===== src/rtl/sel_pkg.sv =====
// Lane map, lane formats and the narrowing rule shared by the distributor
// and its testbench-facing top.
package sel_pkg;

    localparam int LANE_CNT = 4;
    localparam int DATA_W   = 5;
    localparam int MAX_W    = 4;

    localparam logic [1:0] LANE0 = 2'd0;
    localparam logic [1:0] LANE1 = 2'd1;
    localparam logic [1:0] LANE2 = 2'd2;
    localparam logic [1:0] LANE3 = 2'd3;

    typedef enum logic {UNSIGNED, SIGNED} lane_fmt_e;

    typedef struct packed {
        logic             ovf;
        logic [MAX_W-1:0] data;
    } lane_word_t;

    function automatic int lane_width(input int lane);
        return (lane == 0) ? 2 : 4;
    endfunction

    function automatic lane_fmt_e lane_fmt(input int lane);
        return (lane < 2) ? UNSIGNED : SIGNED;
    endfunction

    // Keeps the low w bits and flags any value outside the lane's range.
    function automatic lane_word_t narrow(input logic [DATA_W-1:0] v, input int w,
                                          input lane_fmt_e fmt);
        lane_word_t r;
        int         val;
        int         lo;
        int         hi;
        val = int'($signed(v));
        if (fmt == UNSIGNED) begin
            lo = 0;
            hi = (1 << w) - 1;
        end else begin
            lo = -(1 << (w - 1));
            hi = (1 << (w - 1)) - 1;
        end
        r.data = v[MAX_W-1:0] & MAX_W'((1 << w) - 1);
        r.ovf  = (val < lo) || (val > hi);
        return r;
    endfunction

endpackage


===== src/rtl/sel_lane_reg.sv =====
// Single-entry valid/ready holding register; accepts a new beat on the same
// edge the held one drains.
module sel_lane_reg #(
    parameter int W = 5
) (
    input  logic         clk,
    input  logic         rst_n,
    input  logic         load,
    input  logic         ready,
    input  logic [W-1:0] din,
    output logic         free,
    output logic         valid,
    output logic [W-1:0] dout
);

    assign free = !valid || ready;

    always_ff @(posedge clk) begin
        if (!rst_n) begin
            valid <= 1'b0;
            dout  <= '0;
        end else if (load) begin
            valid <= 1'b1;
            dout  <= din;
        end else if (valid && ready) begin
            valid <= 1'b0;
        end
    end

endmodule


===== src/rtl/sel_distributor.sv =====
// Routes a 5-bit signed stream to four narrower registered lanes; selector
// codes without a lane are swallowed and counted.
module sel_distributor
    import sel_pkg::*;
#(
    parameter int SEL_W = 3,
    parameter int CNT_W = 8
) (
    input  logic             clk,
    input  logic             rst_n,
    input  logic [4:0]       in_data,
    input  logic [SEL_W-1:0] in_sel,
    input  logic             in_valid,
    output logic             in_ready,
    output logic [1:0]       out0_data,
    output logic [3:0]       out1_data,
    output logic [3:0]       out2_data,
    output logic [3:0]       out3_data,
    output logic             out0_ovf,
    output logic             out1_ovf,
    output logic             out2_ovf,
    output logic             out3_ovf,
    output logic             out0_valid,
    output logic             out1_valid,
    output logic             out2_valid,
    output logic             out3_valid,
    input  logic             out0_ready,
    input  logic             out1_ready,
    input  logic             out2_ready,
    input  logic             out3_ready,
    output logic [CNT_W-1:0] drop_cnt,
    output logic             drop_pulse
);

    localparam logic [CNT_W-1:0] CNT_MAX = {CNT_W{1'b1}};

    logic [LANE_CNT-1:0]            lane_ready;
    logic [LANE_CNT-1:0]            lane_free;
    logic [LANE_CNT-1:0]            lane_valid;
    logic [LANE_CNT-1:0]            lane_ovf;
    logic [LANE_CNT-1:0]            load;
    logic [LANE_CNT-1:0][MAX_W-1:0] lane_data;
    logic                           has_lane;
    logic                           accept;

    assign lane_ready = {out3_ready, out2_ready, out1_ready, out0_ready};
    assign has_lane   = in_sel < SEL_W'(LANE_CNT);

    always_comb begin
        in_ready = 1'b0;
        if (rst_n)
            in_ready = has_lane ? lane_free[in_sel[1:0]] : 1'b1;
    end

    assign accept = in_valid && in_ready;

    for (genvar g = 0; g < LANE_CNT; g++) begin : g_lane
        localparam int W = lane_width(g);
        lane_word_t nw;
        logic [W:0] q;

        assign nw      = narrow(in_data, W, lane_fmt(g));
        assign load[g] = accept && has_lane && (in_sel[1:0] == 2'(g));

        sel_lane_reg #(.W(W + 1)) u_reg (
            .clk   (clk),
            .rst_n (rst_n),
            .load  (load[g]),
            .ready (lane_ready[g]),
            .din   ({nw.ovf, nw.data[W-1:0]}),
            .free  (lane_free[g]),
            .valid (lane_valid[g]),
            .dout  (q)
        );

        assign lane_data[g] = MAX_W'(q[W-1:0]);
        assign lane_ovf[g]  = q[W];

        // narrow() masks the bits above W, so they carry nothing here
        if (W < MAX_W) begin : g_pad
            logic unused_hi;
            assign unused_hi = ^nw.data[MAX_W-1:W];
        end
    end

    assign out0_data = lane_data[0][1:0];
    assign out1_data = lane_data[1];
    assign out2_data = lane_data[2];
    assign out3_data = lane_data[3];
    assign {out3_ovf, out2_ovf, out1_ovf, out0_ovf}         = lane_ovf;
    assign {out3_valid, out2_valid, out1_valid, out0_valid} = lane_valid;

    logic unused_pad;
    assign unused_pad = ^lane_data[0][MAX_W-1:2];

    always_ff @(posedge clk) begin
        if (!rst_n) begin
            drop_cnt   <= '0;
            drop_pulse <= 1'b0;
        end else begin
            drop_pulse <= accept && !has_lane;
            if (accept && !has_lane && drop_cnt != CNT_MAX)
                drop_cnt <= drop_cnt + 1'b1;
        end
    end

endmodule


===== config.mk =====
export PLATFORM = sky130hd
export DESIGN_NAME = sel_distributor
export DESIGN_NICKNAME = d
export VERILOG_FILES = /design/src/rtl/sel_pkg.sv /design/src/rtl/sel_lane_reg.sv /design/src/rtl/sel_distributor.sv
export SDC_FILE = /design/constraint.sdc
export NUM_CORES = 1
export LEC_CHECK = 0
export ABC_AREA = 0
export ABC_CLOCK_PERIOD_IN_PS = 1350
export CAP_MARGIN = 20
export CORE_MARGIN = 2
export CORE_UTILIZATION = 40
export DETAILED_ROUTE_END_ITERATION = 10
export PLACE_DENSITY = 0.78
export SYNTH_ARGS = -nofsm -noshare
export SYNTH_HDL_FRONTEND = slang
export SYNTH_HIERARCHICAL = 1
export SYNTH_SLANG_ARGS = --single-unit
export TNS_END_PERCENT = 30

===== constraint.sdc =====
create_clock -name clk -period 1.35 [get_ports clk]
set_input_delay 0.2025 -clock clk [delete_from_list [all_inputs] [get_ports clk]]
set_output_delay 0.2025 -clock clk [all_outputs]
set_load 0.01 [all_outputs]

* Yosys cells after proc, flatten, opt, wreduce, memory -nomap -nowiden
Cells that the tools add are included.
** Operators by class
- Add/subtract/negate cells :: 1
- Reductions and logical operators :: 29
- Equality and inequality tests :: 4
- Order comparisons :: 7
- Muxes and demuxes :: 12
** Operator list (number)
- 1-bit logical AND :: 12
- 1-bit two-way mux :: 11
- 8-bit by 1-bit adder with 8-bit output (second input constant) :: 1
- 8-bit inequality test (second input constant) :: 1
- 2-bit nonzero test :: 4
- 1-bit logical OR :: 7
- 5-bit by 3-bit greater-than comparator with 1-bit output (second input constant) :: 1
- 5-bit by 4-bit greater-than comparator with 1-bit output (second input constant) :: 1
- 5-bit greater-than comparator (second input constant) :: 1
- 1-bit logical NOT :: 5
- 5-bit by 1-bit < comparator with 1-bit output (second input constant) :: 1
- 5-bit by 4-bit < comparator with 1-bit output (second input constant) :: 1
- 2-bit == test (second input constant) :: 2
- 2-bit by 3-bit < comparator with 1-bit output (second input constant) :: 1
- 3-bit < comparator (second input constant) :: 1
- 1-bit binary-select mux with 2-bit select :: 1
- 2-bit by 1-bit == test with 1-bit output (second input constant) :: 1
- 2-bit logical NOT :: 1
** Word-level totals
- Bits of input ports :: 15
- Register bits after elaboration :: 31
- Output and inout bits :: 32
- Word-level logic and storage cells :: 63

* Logic depth before layout (Yosys ltp)
Gate-level depths: netlist (run 1).
- Depth in word-level cells :: 10
- Gate-level depth with buffers :: 6
- Depth with buffers taken out :: 5

* Hierarchy
The synthesis (run 1) kept the hierarchy.
** Modules (own cells, without submodules)
- sel_lane_reg (g_lane[1].u_reg ...) :: area an instance 230.2 um2, cells an instance 20, times used 3, sequential area each 120.1 um2
- sel_distributor :: area an instance 584.3 um2, cells an instance 66, times used 1, sequential area each 180.2 um2
- sel_lane_reg (g_lane[0].u_reg) :: area an instance 146.4 um2, cells an instance 13, times used 1, sequential area each 80.1 um2

* Least setup slack after synthesis (run 1)
No wires, ideal clock.
- Path kind :: register to register
- Start :: register g_lane[0].u_reg.valid
- End :: register g_lane[0].u_reg.dout[0]
- Arrival :: 1372 ps
- Library setup time :: 116 ps
- Clock period less this slack :: 1488 ps
- Slack :: -138 ps
- Buffers on the path :: 0
- Data required time :: 1234 ps
- Stages on the path, launching flop included :: 6
- Cell sequence :: dfxtp_1 > nand2b_1 > nand2b_1 > nor4_1 > mux2i_1 > nor2b_1
** Between the ends
- Word-level cells in the longest chain between the ends :: 9
** Ends and longest elaborated chain
- start, declared :: line sel_lane_reg.sv:12 : output logic valid,
- start signal, assigned :: line sel_lane_reg.sv:20 : valid <= 1'b0;
- start signal, assigned :: line sel_lane_reg.sv:23 : valid <= 1'b1;
- start signal, assigned :: line sel_lane_reg.sv:26 : valid <= 1'b0;
- 1-bit logical NOT :: line sel_lane_reg.sv:16 : assign free = !valid || ready;
- 1-bit logical OR :: line sel_lane_reg.sv:16
- named net lane_free[0] :: line sel_distributor.sv:38 : logic [LANE_CNT-1:0] lane_free;
- 1-bit binary-select mux with 2-bit select :: line sel_distributor.sv:52 : in_ready = has_lane ? lane_free[in_sel[1:0]] : 1'b1;
- 1-bit two-way mux (implied by the code) :: line sel_distributor.sv:52
- 1-bit two-way mux :: line sel_distributor.sv:52
- 1-bit two-way mux :: line sel_distributor.sv:51 : if (rst_n)
- 1-bit logical AND :: line sel_distributor.sv:55 : assign accept = in_valid && in_ready;
- 1-bit logical AND (2 in series) :: line sel_distributor.sv:63 : assign load[g] = accept && has_lane && (in_sel[1:0] == 2'(g));
- named net load[0] :: line sel_distributor.sv:41 : logic [LANE_CNT-1:0] load;
- end signal, assigned :: line sel_lane_reg.sv:24 : dout <= din;
- end, declared :: line sel_lane_reg.sv:13 : output logic [W-1:0] dout
The timed path passes the listed nets, and every way through them passes these cells. The select of a mux whose other input is x is not followed.
A chain may end at the register's enable or synchronous reset.

* Worst setup path in the final report (run 1)
- Start :: input port out1_ready
- End :: output port in_ready
** Between the ends
- Word-level cells in the longest chain between the ends :: 5
** Ends and longest elaborated chain
- start, declared :: line sel_distributor.sv:28 : input logic out1_ready,
- 1-bit logical OR :: line sel_lane_reg.sv:16
- named net lane_free[1] :: line sel_distributor.sv:38
- 1-bit binary-select mux with 2-bit select :: line sel_distributor.sv:52
- 1-bit two-way mux (implied by the code) :: line sel_distributor.sv:52
- 1-bit two-way mux :: line sel_distributor.sv:52
- 1-bit two-way mux :: line sel_distributor.sv:51
- end, declared :: line sel_distributor.sv:14 : output logic in_ready,
The timed path passes the listed nets, and every way through them passes these cells. The select of a mux whose other input is x is not followed.

==> qor.yml, run 1 <==
status:
  outcome: "complete, but fails checks"
  violations: "setup timing"
setup_path:
  cp_num_buf_inv: 2
  endpoint_kind: "output port"
  required_ns: 1.15
  cp_slowest_stage_delay_ns: 0.46
  crit_cells: 6
  start_kind: "input port"
  slowest_stage: "mux4_2"
  cp-startpoint: "out1_ready"
  path_max_fanout: 3
  r2r_cells: 7
  path_cells: "clkdlybuf4s50_1, nand2b_4, mux4_2, nor2_2, nor2_1, buf_2"
  r2r-start: "g_lane[2].u_reg/valid$_SDFFE_PN0P_"
  path_delay_family: "buffers and inverters"
  r2r-end: "g_lane[2].u_reg/dout[1]$_SDFFE_PN0P_"
  worstPathArrival_ns: 1.51
  rrSetupSlack_ns: -0.07
  endpoint: "in_ready"
  worstSetupPathType: "in -> out"
grt:
  use_met2_pct: 32.2
  use_met3_pct: 4.46
  grt_max_degree: 23
  grt_first_pass_wirelength_mm: 6.02
  grt_pass1_vias: 1345
  gr-usage-all-layers_pct: 18.9
  gr-total-overflow: 0
  grtUsageMet1_pct: 21.6
  grt_antenna_before_repair: 0
  busiest_layer: "met2"
drt:
  wirelength_mm: 3.61
  drt_iter0_drc: 87
  vias: 1293
  ant_nets: 0
  routedWlPerCell_um: 14.2
  via_per_inst: 5.07
  firstDrtPassIters: 4
  route.detailed.drc: 0
clock_tree:
  numCtsBuffers: 5
  post_cts_buffers: 0
  cts_num_sinks: 31
  cts-root-buf: "clkbuf_4"
  clock_latency_ns: 0.33
  cts_max_level: 2
  clk_pin_slew_ns: 0.09
  cts_tree: "yes"
  clk_path_buf_depth: 2
floorplanning:
  rows: 21
  initial_core_util_pct: 42.3
  core_area_mm2: 0.00336
  die_h_um: 63.6
  die_area_mm2: 0.00405
  fp.dieW_um: 63.6
  pin_count: 47
timing:
  slew_violations: 0
  worst_pin_slew_ns: 0.268
  fin_crit_ns: 1.71
  setup_viol: 6
  rsz0062_at_grt: "true"
  hold_violations: 0
  finalCritPeriodShare_pct: 127
  setup_ws_ns: -0.365
  fin_skew_ns: 0.00518
  fmax_mhz: 583
  tns_ns: -0.529
  relSlewSlack_pct: 82.1
layout:
  fin_area_mm2: 0.00219
  fin_nets: 225
  antenna_cells: 0
  area_growth_syn_to_layout_pct: 54.4
  final_util_pct: 65.3
  drive_gt1_share_pct: 29.2
  layout.cells.non_filler: 255
logic_synthesis:
  syn_area_per_cell_um2: 10.2
  ys_top_cells_by_count: "dfxtp_1 (31), mux2i_1 (20), nor2b_1 (19)"
  yosysWarnings: 6
  async_reset_ff_share_pct: 0
  syn-num-nets: 155
  synth_cell_type_count: 33
  syn-cell-area_mm2: 0.00142
  synth_top_area_share_pct: 43.7
  synth_seq_cells: 31
  synth_top_area_cell: "dfxtp_1"
  synth.area.top_cells: "dfxtp_1 (44%), mux2i_1 (14%), nor2b_1 (8.4%)"
  synth_edf_count: 0
  yosys_most_used_dff: "dfxtp_1"
  synthCells: 139
  yosysMostFrequentCell: "dfxtp_1"
  ys_seq_area_share_pct: 43.7
placement:
  port_buffers: 46
  dpl_cell_area_mm2: 0.00206
  placed_cells: 248
  post-dp-hpwl_mm: 2.55
  place_congestion: 0.930
power_and_ir_drop:
  ir_worst_vdd_mv: 0.549
  finalPower_uw: 1700
  leakage_uw: 0.000976
  pwr_density_cell_mw_per_mm2: 775
flow_run:
  cap_violations: 0
hold_path:
  hp-class: "in -> reg"
through the flow:
| stage | worst slack (ns) | hold WS (ns) |
|---|---|---|
| final | -0.365 | 0.284 |
| after global routing | -0.412 | 0.304 |
| after CTS | -0.327 | 0.426 |
| after detailed placement | -0.710 | 0.510 |
| after global placement | -0.726 | 0.499 |
| after floorplan | -0.0802 | 0.331 |
logic make-up (layout without fill, tap and decap cells):
kind of cell / count (synthesis) / after routing / synth area share (%)
adder cells (fa/ha/maj): 1 / 1 / 0.880
XOR/XNOR: 1 / 1 / 0.616
multiplexers: 21 / 21 / 15.7
AND/OR/NAND/NOR: 56 / 56 / 24.4
buffers and inverters: 13 / 83 / 6.07
AO/OA/AOI/OAI: 16 / 16 / 8.72
flip-flops: 31 / 31 / 43.7
flip-flops by register name, indices dropped and copies added (netlist names):
signal / cells
drop_pulse: 1
g_lane.u_reg/dout: 18
drop_cnt: 8
g_lane.u_reg/valid: 4
worst reg2reg max path, delay by kind of cell (launching register included):
family        cells  cell delay [ns]
buf+inv           2             0.28
simple gates      4             0.48
flops             1             0.34
mux               1             0.22
cells in the final DEF (no fill, tap or decap), drive strengths merged, types with 2 or more instances in the layout:
cell type	count
a211oi	3
a21boi	4
a21oi	2
a31oi	3
and2	2
and3	4
and4	4
buf	24
clkbuf	6
clkdlybuf4s50	7
dfxtp	31
dlygate4sd2	36
dlymetal6s2s	2
inv	7
mux2i	20
nand2	6
nand2b	5
nand4	3
nor2	3
nor2b	19
nor3	2
nor3b	2
nor4	2
area by class of cell:
cell class / instances / area [µm²]
fillers: 294 / 1170
multi-input cells: 95 / 822
flip-flops and latches: 31 / 633
repair buffers: 69 / 599
well taps: 46 / 57.6
clock buffers: 6 / 51.3
inverters: 7 / 26.3
clock inverters: 1 / 5.00
layer usage:
layer  up-vias  wire (µm)
met4         0         57
met3         7        211
met1       601       1570
li1        637          -
met2        48       1770
met5         -          0
what timing repair did:
item                                    in CTS  in global routing
endpoints found under the setup margin      47                 17
resized for setup                           54                 20
pin swaps                                    0                  1
hold buffers                                 0                  0
report_power, final:
part | total [µW] | internal [µW] | switching, µW
sequential | 936 | 928 | 7.83
clock | 554 | 241 | 314
combinational | 210 | 117 | 93.2
worst min-delay path by stage:
stage,startpoint,end,slack [ns],cells after the start
finish,out0_ready,g_lane[0].u_reg/valid$_SDFFE_PN0P_,0.28,4
global route,out0_ready,g_lane[0].u_reg/valid$_SDFFE_PN0P_,0.30,4
floorplan,rst_n,g_lane[0].u_reg/dout[0]$_SDFFE_PN0P_,0.33,1
global placement,g_lane[2].u_reg/dout[1]$_SDFFE_PN0P_,g_lane[2].u_reg/dout[1]$_SDFFE_PN0P_,0.50,2
CTS,in_valid,drop_cnt[3]$_SDFFE_PN0P_,0.43,3
detailed placement,g_lane[1].u_reg/dout[0]$_SDFFE_PN0P_,g_lane[1].u_reg/dout[0]$_SDFFE_PN0P_,0.51,2
Power figures use the tool's default switching activity.
==> run 2, diff against run 1 <==
Settings changed: CORE_UTILIZATION 40 to 50, DONT_BUFFER_PORTS from default to 1, PLACE_DENSITY 0.78 to 0.72.
==> qor.yml, run 2 (synthesis results as in run 1) <==
status:
  outcome: "complete, but fails checks"  # unchanged
  violations: "setup timing"  # unchanged
floorplanning:
  initial_core_util_pct: 52.0  # was 42.3%
  pin_count: 47  # unchanged
  die_h_um: 57.3  # was 63.6 µm
  core_area_mm2: 0.00273  # was 0.00336 mm²
  die_area_mm2: 0.00329  # was 0.00405 mm²
  fp.dieW_um: 57.3  # was 63.6 µm
  rows: 19  # was 21
power_and_ir_drop:
  leakage_uw: 0.000631  # was 0.000976 µW
  pwr_density_cell_mw_per_mm2: 1040  # was 775 mW/mm²
  p_clk_share_pct: 41.7  # was 32.6%
  pwr-share-seq_pct: 52.5  # was 55.1%
  swShare_pct: 20.7  # was 24.4%
  p_comb_share_pct: 5.8  # was 12.3%
  ir_worst_vdd_mv: 0.890  # was 0.549 mV
  finalPower_uw: 1790  # was 1700 µW
  intPower_uw: 1420  # was 1290 µW
  p_switching_uw: 371  # was 415 µW
hold_path:
  hp-class: "in -> reg"  # unchanged
  holdPathStages: 1  # was 4
clock_tree:
  numCtsBuffers: 5  # unchanged
  clk_path_buf_depth: 2  # unchanged
  cts_num_sinks: 31  # unchanged
  cts_tree: "yes"  # unchanged
  cts-root-buf: "clkbuf_4"  # unchanged
  clk_pin_slew_ns: 0.10  # was 0.09 ns
  clock_latency_ns: 0.33  # about the same
  cts_max_level: 2  # unchanged
timing:
  slew_violations: 0  # unchanged
  hold_violations: 0  # unchanged
  setup_ws_ns: -0.238  # was -0.365 ns
  rsz0062_at_grt: "true"  # unchanged
  fin_crit_ns: 1.59  # was 1.71 ns
  worst_pin_slew_ns: 0.435  # was 0.268 ns
  fmax_mhz: 630  # was 583 MHz
  relSlewSlack_pct: 70.9  # was 82.1%
  finalCritPeriodShare_pct: 118  # was 127%
  fin_skew_ns: 0.0138  # was 0.00518 ns
  hold_slack_ns: 0.0201  # was 0.284 ns
  setup_viol: 1  # was 6
grt:
  gr-usage-all-layers_pct: 20.2  # was 18.9%
  grt_max_degree: 19  # was 23
  grt_antenna_before_repair: 0  # unchanged
  grt_pass1_vias: 1071  # was 1345
  gr-total-overflow: 0  # unchanged
  grt_first_pass_wirelength_mm: 4.94  # was 6.02 mm
drt:
  firstDrtPassIters: 4  # unchanged
  ant_nets: 0  # unchanged
  vias: 1120  # was 1293
  via_per_inst: 5.83  # was 5.07
  drt_iter0_drc: 44  # was 87
  route.detailed.drc: 0  # unchanged
  routedWlPerCell_um: 16.7  # was 14.2 µm
  wirelength_mm: 3.21  # was 3.61 mm
layout:
  fin_nets: 176  # was 225
  layout_commonest_cell: "dfxtp_1"  # was dlygate4sd2_1
  fillCellCount: 226  # was 294
  largest_reg_flops: 18  # unchanged
  largestRegisters: "g_lane.u_reg/dout x18, drop_cnt x8, g_lane.u_reg/valid x4"  # unchanged
  area_growth_syn_to_layout_pct: 20.8  # was 54.4%
  regMostFlops: "g_lane.u_reg/dout"  # unchanged
  final_cell_mix: "dfxtp_1 (27), mux2i_1 (20), nor2b_1 (19)"  # was dlygate4sd2_1 (36), dfxtp_1 (21), mux2i_1 (20), buf_4 (20), nor2b_1 (19)
  antenna_cells: 0  # unchanged
  drive_gt1_share_pct: 31.1  # was 29.2%
setup_path:
  cp_slowest_stage_delay_ns: 0.47  # was 0.46 ns
  r2r_cells: 5  # was 7
  path_max_fanout: 3  # unchanged
  worstSetupPathType: "reg -> out"  # was in -> out
  crit_top_cell: "nor2_2"
  start_kind: "register"  # was input port
  slowest_stage: "mux4_2"  # unchanged
  endpoint_kind: "output port"  # unchanged
  required_ns: 1.15  # about the same
  worstPathArrival_ns: 1.39  # was 1.51 ns
  path_cells: "nand2b_4, mux4_2, nor2_2, nor2_2"  # was clkdlybuf4s50_1, nand2b_4, mux4_2, nor2_2, nor2_1, buf_2
placement:
  port_buffers: 0  # was 46
  place_congestion: 0.845  # was 0.930
  place_ws_ns: -0.0224  # was -0.710 ns
  post-dp-hpwl_mm: 2.26  # was 2.55 mm
flow_run:
  cap_violations: 0  # unchanged
-- run 2: cell types whose count changed in the layout (fill, tap and decap cells not counted), moves of 2 or more --
cell,delta
clkdlybuf4s50_1,-7
dlygate4sd3_1,+2
buf_6,-3
dlymetal6s2s_1,-2
dfxtp_2,-6
nor4_2,+2
dlygate4sd2_1,-36
nor4_4,-2
buf_4,-2
dfxtp_1,+6
-- run 2: worst paths after layout --
check	start	endpoint	slack (ns)
setup / recovery	g_lane[3].u_reg/valid$_SDFFE_PN0P_	in_ready	-0.24
hold reg to reg	g_lane[1].u_reg/valid$_SDFFE_PN0P_	g_lane[1].u_reg/valid$_SDFFE_PN0P_	0.52
setup reg to reg	drop_cnt[0]$_SDFFE_PN0P_	drop_cnt[4]$_SDFFE_PN0P_	0.06
hold / removal	rst_n	g_lane[2].u_reg/dout[4]$_SDFFE_PN0P_	0.02
-- run 2: layout make-up --
class,count,area (µm²),share of cell area (%)
Multi-Input combinational cell,95,785,45.7
Sequential cell,31,626,36.4
Timing Repair Buffer,20,155,9.04
Clock buffer,6,51.3,2.99
Tap cell,31,38.8,2.26
Clock inverter,2,35.0,2.04
Inverter,7,26.3,1.53
-- run 2: metrics by stage --
| stage | instance area [µm²] | std cells | util [%] | setup TNS, ns |
|---|---|---|---|---|
| 6_report | 1720 | 192 | 62.8 | -0.238 |
| 5_1_grt | 1720 | 192 | 62.8 | -0.393 |
| 4_1_cts | 1670 | 191 | 61.2 | -0.271 |
| 3_5_place_dp | 1550 | 182 | 56.6 | -0.0266 |
| 3_3_place_gp | 1550 | 182 | 56.6 | 0 |
| 2_1_floorplan | 1430 | 139 | - | -0.0802 |
-- run 2: power groups by stage --
stage / sequential [µW] / combinational [µW] / clock (µW)
after detailed placement: 962 / 86.6 / 0
after floorplan: 965 / 68.9 / 0
after CTS: 941 / 95.4 / 771
after global placement: 961 / 83.2 / 0
after global routing: 944 / 112 / 799
final: 942 / 103 / 748
-- run 2: metal layers --
metal | up-vias | wire length, µm | part of all wire [%] | GRT usage (%)
met1 | 544 | 1300 | 40 | 21.2
met4 | 0 | 19 | 0.59 | 6.98
li1 | 533 | - | - | -
met2 | 39 | 1670 | 52 | 34.8
met3 | 4 | 218 | 6.8 | 10.4
met5 | - | 0 | 0 | 0
-- run 2: timing repair --
action,in CTS,in global routing
cloned,0,0
setup endpoints to repair,4,8
setup buffers,0,0
gates resized for setup,8,9
hold endpoints to repair,15,3
hold buffers,1,1
-- run 2: critical path, delay by kind of cell (launching register included) --
kind	cells	cell delay [ns]
flip-flops	1	0.36
multiplexers	1	0.47
AND/OR/NAND/NOR	3	0.23
==> patch, RTL diff (flow settings as in run 1) <==
`SEL_W`: 3 -> 4.
--- a/src/rtl/sel_distributor.sv
+++ b/src/rtl/sel_distributor.sv
@@ -4,5 +4,5 @@
     import sel_pkg::*;
 #(
-    parameter int SEL_W = 3,
+    parameter int SEL_W = 4,
     parameter int CNT_W = 8
 ) (
Ports: changed (resized in_sel); port bits go from 47 to 48. No check against the original RTL was run, so the function may have changed too.
==> patch against run 1 <==
The flow still finishes with violations (setup timing). Sequential cell count unchanged. Area after synthesis shrank 0.97%. Wire length up 6.9%. Total power increased by 7.3%. Clock power increased by 25%. Combinational power fell by 4%. Design area is 0.91% higher. Setup slack worse by 22 ps. First-iteration DRC count decreased by 24%. Largest cell class unchanged.
==> patch: results (changes against run 1) <==
* Failing checks: setup timing
* Synthesis warning total at 6 (unchanged)
* Register-to-Register Path Depth at 4 (-3)
* Status: finished with violations
* Worst Slack Setup Final at -386.3 ps (-21.72 ps)
* Nets at 237 (+5.3%)
* Area contributors post-synth: dfxtp_1, mux2i_1, nor2b_1, ha_1, inv_1
* RR Endpoint: drop_cnt[7]
* Syn nets at 159 (+2.6%)
* Top Layer Used: met4
* Register area share after synthesis at 44.09% (+0.43 points)
* Setup Buffers After CTS at 1 (+1)
* CP delay by family, top: multiplexers
* H-tree Lvls at 2 (unchanged)
* DR WL met3 at 310 µm (+47%)
* Maximum vdd drop at 0.6547 mV (+19%)
* Largest net degree at the start of global routing at 26 (+13%)
* Final Hold Slack at 324.2 ps (+39.86 ps)
* Hpwl dp at 2767 µm (+8.6%)
* Worst Tran Pin Value at 273.0 ps (+4.745 ps)
* R2R Path Start: drop_cnt[1]
* Clock buffer count from CTS at 5 (unchanged)
* Met2 routed WL at 1939 µm (+9.5%)
* Post-synth cell types at 32 (-3.0%)
* Arr. time, crit path at 1530 ps (+20 ps)
* Resize count post-CTS at 49 (-9.3%)
* Adder-cell share of the synthesized area at 3.556% (+2.7 points)
* Routed WL per cell at 14.64 µm (+3.3%)
* Leak Pwr at 0.0009921 µW (+1.6%)
* Worst hold path depth at 3 (-1)
* Clk_skew at 4.099 ps (-1.082 ps)
* Post-synth top cells: dfxtp_1, mux2i_1, nor2b_1
* R2R setup slack at 30 ps (+100 ps)
* Port Buffer Count at 47 (+2.2%)
* First-pass GRT wire length at 6465 µm (+7.5%)
* Vias in the first global route at 1,358 (+0.97%)
* Synth Area in Compound Gates at 10.67% (+2.0 points)
* Share of cells above drive strength 1 at 27.19% (-2.0 points)
* Vias/cell at 4.996 (-1.5%)
* Post-synthesis mux area share at 15.82% (+0.15 points)
* Hold Path Sink: drop_pulse
* Hold_sp: in_valid
* # setup viols final at 1 (-5)
* Initial antenna violation count at 1 (+1)
* Post-Synth XOR/XNOR Area at 0.6222% (+0.0060 points)
* GRT Total Usage at 20.64% (+1.7 points)
-- patch: where the power goes --
group          switching [µW]  total (µW)  internal (µW)  leakage (µW)
combinational            87.2         202            114      0.000698
clock                     309         691            382     0.0000383
sequential               6.50         931            924      0.000255
total                     403        1820           1420      0.000992
-- patch: metal layers --
layer | track usage [%] | vias up
met5 | 0 | -
met1 | 23.15 | 612
li1 | - | 645
met3 | 8.393 | 4
met4 | 4.891 | 0
met2 | 36.32 | 58
-- patch: worst max-delay path by stage --
stage / slack [ps] / from / cells after the start / end
after global routing: -460 / g_lane[1].u_reg/valid / 5 / in_ready
final: -390 / g_lane[2].u_reg/valid / 5 / in_ready
after CTS: -420 / g_lane[2].u_reg/valid / 5 / in_ready
after detailed placement: -810 / out2_ready / 6 / in_ready
after floorplan: 20 / drop_cnt[0] / 5 / drop_cnt[7]
after global placement: -750 / in_sel[0] / 5 / in_ready
-- patch: logic make-up after synthesis --
kind of cell	Yosys count
AND/OR/NAND/NOR	48
flip-flops	31
adder cells (fa/ha/maj)	4
buffers and inverters	15
multiplexers	21
XOR/XNOR	1
AO/OA/AOI/OAI	19
-- patch: final cells by class --
type / count / area, µm²
fill: 321 / 1149
clock inverter: 1 / 30.03
tap: 46 / 57.56
clock buffer: 6 / 41.29
sequential: 31 / 633.1
inverter: 10 / 37.54
timing repair buffer: 76 / 655.6
multi-input combinational: 93 / 757.0
antenna: 1 / 2.502
-- patch: worst min-delay path: stages --
cell and delay [ps]:
dlymetal6s2s_1 140, o211a_4 180, buf_4 100
-- patch: stage by stage --
step	TNS (ps)	cell area, µm²	cells	worst slack [ps]
after floorplan	0	1415	139	18.19
after global placement	-9383	2105	255	-752.9
after detailed placement	-10670	2105	255	-806.9
after CTS	-1156	2172	263	-424.9
after global routing	-583.8	2215	264	-457.7
final	-386.3	2215	264	-386.3
